==> src/rtl/tmds_rx_decoder.sv <==
// TMDS receive decoder: serial bit in, word alignment by control-token hunting, 8b/10b data and control decode.
// Optional lock-loss counter output o_lock_loss_cnt is built when TMDS_RX_ERR_CNT_EN is defined.
module tmds_rx_decoder #(
  parameter int LOCK_TOKENS = 4,
  parameter int MAX_GAP     = 1023
) (
  input  logic        sys_clk,
  input  logic        sys_reset_n,
  input  logic        tmds_bit,
  output logic [7:0]  o_data,
  output logic [1:0]  o_ctrl,
  output logic        o_de,
  output logic        o_valid,
  output logic        o_locked
`ifdef TMDS_RX_ERR_CNT_EN
  ,
  output logic [15:0] o_lock_loss_cnt
`endif
);

  localparam int TOK_W = $clog2(LOCK_TOKENS + 1);
  localparam int GAP_W = $clog2(MAX_GAP + 1);

  typedef enum logic [1:0] {
    SEARCH = 2'd0,
    VERIFY = 2'd1,
    LOCKED = 2'd2
  } state_t;

  state_t             state_q, state_d;
  logic [9:0]         sreg_q, sreg_d;
  logic [3:0]         phase_q, phase_d;
  logic [TOK_W-1:0]   tok_cnt_q, tok_cnt_d;
  logic [GAP_W-1:0]   gap_q, gap_d;
  logic [GAP_W-1:0]   gap_inc;
  logic [TOK_W-1:0]   tok_inc;
  logic [7:0]         data_q, data_d;
  logic [1:0]         ctrl_q, ctrl_d;
  logic               de_q, de_d;
  logic               valid_q, valid_d;
  logic               locked_q, locked_d;

  logic               is_token;
  logic [1:0]         token_val;
  logic [7:0]         d_raw;
  logic [7:0]         dec_data;
  logic               boundary;

  always_comb begin
    is_token  = 1'b1;
    token_val = 2'b00;
    case (sreg_q)
      10'b1101010100: token_val = 2'b00;
      10'b0010101011: token_val = 2'b01;
      10'b0101010100: token_val = 2'b10;
      10'b1010101011: token_val = 2'b11;
      default:        is_token  = 1'b0;
    endcase
  end

  // q[9] undoes the optional inversion, q[8] selects XOR vs XNOR chaining
  always_comb begin
    d_raw       = sreg_q[9] ? ~sreg_q[7:0] : sreg_q[7:0];
    dec_data    = 8'h00;
    dec_data[0] = d_raw[0];
    for (int i = 1; i < 8; i++) begin
      dec_data[i] = sreg_q[8] ? (d_raw[i] ^ d_raw[i-1]) : ~(d_raw[i] ^ d_raw[i-1]);
    end
  end

  assign boundary = (phase_q == 4'd9);
  assign gap_inc  = gap_q + GAP_W'(1);
  assign tok_inc  = tok_cnt_q + TOK_W'(1);

  always_comb begin
    state_d   = state_q;
    sreg_d    = {tmds_bit, sreg_q[9:1]};
    phase_d   = boundary ? 4'd0 : phase_q + 4'd1;
    tok_cnt_d = tok_cnt_q;
    gap_d     = gap_q;
    data_d    = data_q;
    ctrl_d    = ctrl_q;
    de_d      = de_q;
    valid_d   = 1'b0;
    locked_d  = locked_q;

    case (state_q)
      SEARCH: begin
        if (is_token) begin
          phase_d   = 4'd0;
          tok_cnt_d = TOK_W'(1);
          state_d   = VERIFY;
        end
      end

      VERIFY: begin
        if (boundary) begin
          if (is_token) begin
            tok_cnt_d = tok_inc;
            if (tok_inc == TOK_W'(LOCK_TOKENS)) begin
              state_d  = LOCKED;
              locked_d = 1'b1;
              gap_d    = '0;
            end
          end else begin
            state_d   = SEARCH;
            tok_cnt_d = '0;
          end
        end
      end

      LOCKED: begin
        if (boundary) begin
          if (is_token) begin
            gap_d   = '0;
            valid_d = 1'b1;
            de_d    = 1'b0;
            ctrl_d  = token_val;
            data_d  = 8'h00;
          end else if (gap_inc == GAP_W'(MAX_GAP)) begin
            // too long without a token: assume alignment lost, drop this symbol
            gap_d     = gap_inc;
            state_d   = SEARCH;
            locked_d  = 1'b0;
            tok_cnt_d = '0;
          end else begin
            gap_d   = gap_inc;
            valid_d = 1'b1;
            de_d    = 1'b1;
            data_d  = dec_data;
          end
        end
      end

      default: begin
        state_d = SEARCH;
      end
    endcase
  end

  always_ff @(posedge sys_clk or negedge sys_reset_n) begin
    if (!sys_reset_n) begin
      state_q   <= SEARCH;
      sreg_q    <= '0;
      phase_q   <= '0;
      tok_cnt_q <= '0;
      gap_q     <= '0;
      data_q    <= '0;
      ctrl_q    <= '0;
      de_q      <= 1'b0;
      valid_q   <= 1'b0;
      locked_q  <= 1'b0;
    end else begin
      state_q   <= state_d;
      sreg_q    <= sreg_d;
      phase_q   <= phase_d;
      tok_cnt_q <= tok_cnt_d;
      gap_q     <= gap_d;
      data_q    <= data_d;
      ctrl_q    <= ctrl_d;
      de_q      <= de_d;
      valid_q   <= valid_d;
      locked_q  <= locked_d;
    end
  end

  assign o_data   = data_q;
  assign o_ctrl   = ctrl_q;
  assign o_de     = de_q;
  assign o_valid  = valid_q;
  assign o_locked = locked_q;

`ifdef TMDS_RX_ERR_CNT_EN
  logic [15:0] loss_cnt_q, loss_cnt_d;
  logic        lost_lock;

  // only a LOCKED -> SEARCH drop counts; failed verification does not
  always_comb begin
    lost_lock  = (state_q == LOCKED) && (state_d == SEARCH);
    loss_cnt_d = loss_cnt_q;
    if (lost_lock && (loss_cnt_q != 16'hFFFF)) begin
      loss_cnt_d = loss_cnt_q + 16'd1;
    end
  end

  always_ff @(posedge sys_clk or negedge sys_reset_n) begin
    if (!sys_reset_n) begin
      loss_cnt_q <= '0;
    end else begin
      loss_cnt_q <= loss_cnt_d;
    end
  end

  assign o_lock_loss_cnt = loss_cnt_q;
`endif

endmodule

==> config.mk <==
export PLATFORM = sky130hd
export DESIGN_NAME = tmds_rx_decoder
export DESIGN_NICKNAME = d
export VERILOG_FILES = /design/src/rtl/tmds_rx_decoder.sv
export SDC_FILE = /design/constraint.sdc
export NUM_CORES = 1
export LEC_CHECK = 0
export CAP_MARGIN = 10
export CELL_PAD_IN_SITES_DETAIL_PLACEMENT = 1
export CELL_PAD_IN_SITES_GLOBAL_PLACEMENT = 1
export CORE_ASPECT_RATIO = 1.1
export CORE_MARGIN = 2
export CORE_UTILIZATION = 46
export DETAILED_ROUTE_END_ITERATION = 7
export PLACE_DENSITY = 0.83
export SKIP_LAST_GASP = 1
export SYNTH_ARGS = -nofsm -noshare
export SYNTH_HDL_FRONTEND = slang
export SYNTH_SLANG_ARGS = --single-unit
==> constraint.sdc <==
create_clock -name sys_clk -period 2.61 [get_ports sys_clk]
set_clock_uncertainty 0.05 [all_clocks]
set_input_delay 0.3915 -clock sys_clk [delete_from_list [all_inputs] [get_ports sys_clk]]
set_output_delay 0.3915 -clock sys_clk [all_outputs]
set_load 0.01 [all_outputs]
==> impl_metrics.yaml <==
synthesis:
  synth_cell_types: 43
  synth.net_count: 225
  syn_inst: 212
  muxShareOfSynthArea_pct: 2.290
  synth_area_mm2: 0.002186
  yosys_warnings: 0
  synth.avg_cell_area_um2: 10.31
  synth-edff-count: 0
  synthXorXnorAreaFrac_pct: 7.155
  synth_fa_ha_area_share_pct: 5.724
  ys.flop_type: "dfrtp_1"
  async_flop_share_pct: 100.0
  seq_area_frac_synth_pct: 48.08
  synth_simple_gate_area_share_pct: 15.80
  synth_top_family_by_area: "compound AO/OA/AOI/OAI gates"
  synth_compound_area_share_pct: 16.54
  synth-seq-cells: 42
power:
  peakVddDrop_mv: 0.3699
  swShare_pct: 26.60
  p_per_area_mw_per_mm2: 584.3
  power_frac_comb_pct: 13.8
  pwr-share-clk_pct: 35.1
  power_switching_uw: 386.3
  pwr-share-seq_pct: 51.1
  total_leakage_power_nw: 1.102
  intPower_mw: 1.066
final_layout:
  layout_commonest_cell: "dfrtp_1"
  syn_to_final_growth_pct: 13.68
  fill_cells: 520
  fin_cells: 286
  final_nets: 242
  num_antenna_cells: 0
  final_cell_mix: "dfrtp_1 (42), nand2_1 (21), o21ai_0 (19), clkdlybuf4s50_1 (14), inv_1 (13)"
  multiInputGateArea_mm2: 0.001039
  seqCellArea_mm2: 0.001051
  drive_above_1_share_pct: 9.565
worst_setup_path:
  worstSetupStartpointType: "flop"
  worstPathArrival_ns: 2.41
  crit_fanout: 10
  path_class: "reg2reg"
  crit_required_ns: 2.75
  cp-end-kind: "flop"
drt:
  avgRoutedWirePerCell_um: 16.60
  vias: 1632
  drc: 0
  viasPerCell: 5.706
  ant_nets: 0
  drtIter0Drc: 121
  first_pass_iters: 4
  totalWireLength_um: 4749
timing:
  timing.setup.tns_ns: 0
  setup_viol: 0
  timing.fmax_mhz: 440.2
  hold_violations: 0
  max_slew_margin_pct: 39.19
  fin_crit_sh_pct: 87.03
  rsz0062_at_grt: "no"
  max_slew.worst_pin.slew_ns: 0.9121
  period_needed_ns: 2.272
  final_max_slew_viol_count: 0
clock_network:
  cts-root-buf: "clkbuf_8"
  clk_pin_slew_ns: 0.08
  clk_latency_ns: 0.30
  hold_buffers: 0
  cts.sinks: 42
  cts.path.max_buffers: 2
  numCtsBuffers: 5
  cts_resized: 0
  cts_setup_buffers: 0
  cts.htree.levels: 2
  cts_tree: "yes"
floorplan:
  die-area_mm2: 0.005320
  coreArea_mm2: 0.004619
  die_w_um: 69.73
  dieHeight_um: 76.30
  ioPinCount: 16
  placementRows: 26
  start_util_pct: 47.32
place:
  placedCellCount: 278
  gp_congestion: 0.7371
  numPortBuffers: 15
  dp_hpwl_um: 3372
min_path:
  hp-class: "in2async"
grt:
  grt_pass1_wl_um: 8473
  grt-ovfl-total: 0
  grt_max_degree: 43
  grt_pass1_vias: 1744
  grt_use_total_pct: 19.85
  antenna_found_initial: 0
flow_run:
  maxCapViolations: 0
outcome:
  outcome: "finished clean"
==> worst max-delay path: stages (launching register included) <==
cell and delay (ns):
dfrtp_1 0.42, inv_1 0.07, ha_1 0.12, nor4bb_1 0.28, nand4_1 0.29, and2_1 0.30, o211ai_2 0.14, nand2_2 0.22
a22o_1 0.28
==> layer usage <==
layer	part of all wire [%]	up-vias	GRT usage, %
met1	46	828	26.33
li1	-	776	-
met4	1.7	0	6.731
met5	0	-	0
met2	49	21	32.60
met3	2.5	7	3.968
==> sequential cells by signal (all words and copies together) (netlist names) <==
signal and cells:
state_q 2, tok_cnt_q 3, o_locked 1, gap_q 10
o_de 1, o_data 8, o_ctrl 2, o_valid 1
sreg_q 10, phase_q 4
==> area by class of cell <==
cell class              count  area share, %
repair buffers             18          6.747
clock buffers               5          2.769
flip-flops and latches     42          42.30
multi-input cells         149          41.79
clock inverters             3          1.611
inverters                  13          1.964
well taps                  56          2.820
==> power groups by stage <==
stage	Combinational (mW)	Sequential, mW	Clock (mW)
6_report	0.200	0.742	0.509
3_3_place_gp	0.193	0.752	0
3_5_place_dp	0.205	0.755	0
5_1_grt	0.229	0.754	0.550
4_1_cts	0.205	0.743	0.524
2_1_floorplan	0.160	0.739	0
==> synth_stat cells (2+ instances only) <==
cell type / number / area, µm²
a21oi_1: 11 / 55.05
inv_1: 13 / 48.80
nand4_1: 3 / 18.77
mux2i_1: 5 / 50.05
nand2_1: 21 / 78.83
o22ai_1: 3 / 18.77
a22o_1: 8 / 70.07
nor2_1: 11 / 41.29
nor4bb_1: 3 / 30.03
buf_6: 2 / 22.52
xnor2_1: 9 / 78.83
a22oi_1: 2 / 15.01
dfrtp_1: 42 / 1051
xor2_1: 7 / 61.31
nand4b_1: 4 / 35.03
ha_1: 10 / 125.1
buf_2: 2 / 10.01
and3_1: 2 / 12.51
and2_1: 2 / 12.51
o21ai_0: 19 / 95.09
nand3_1: 3 / 15.01
nor2b_1: 3 / 18.77
clkbuf_1: 4 / 15.01
a31oi_1: 4 / 25.02
==> per-stage QoR <==
step,hold WS [ns],power [mW],worst slack [ns],util (%),area [µm²]
after global routing,0.2531,1.533,0.1737,53.79,2485
after floorplan,0.04591,0.8990,0.6402,-,2186
after CTS,0.2149,1.472,0.3155,53.79,2485
final,0.1619,1.452,0.3384,53.79,2485
after global placement,0.3728,0.9453,0.4409,51.44,2376
after detailed placement,0.3844,0.9606,0.3315,51.44,2376
==> final timing paths <==
path,startpoint,end,slack [ns],cells after the start
min in group sys_clk,sreg_q[3],sreg_q[2],0.40,0
hold / removal,sys_reset_n,phase_q[2],0.16,1
setup / recovery,sreg_q[1],o_data[3],0.34,8
setup reg to reg,sreg_q[1],o_data[3],0.34,8
max in group asynchronous,sys_reset_n,gap_q[5],1.77,1
hold reg to reg,sreg_q[3],sreg_q[2],0.40,0
==> logic make-up (layout without fill, tap and decap cells) <==
| group | Yosys count | in the layout |
|---|---|---|
| and+or+nand+nor | 61 | 61 |
| AOI/OAI and AO/OA | 56 | 56 |
| DFF | 42 | 42 |
| buffers and inverters | 21 | 39 |
| xor gates and xnor gates | 17 | 17 |
| adders and majority gates | 10 | 10 |
| muxes | 5 | 5 |
Note: power is estimated with default switching activity, not from simulation.
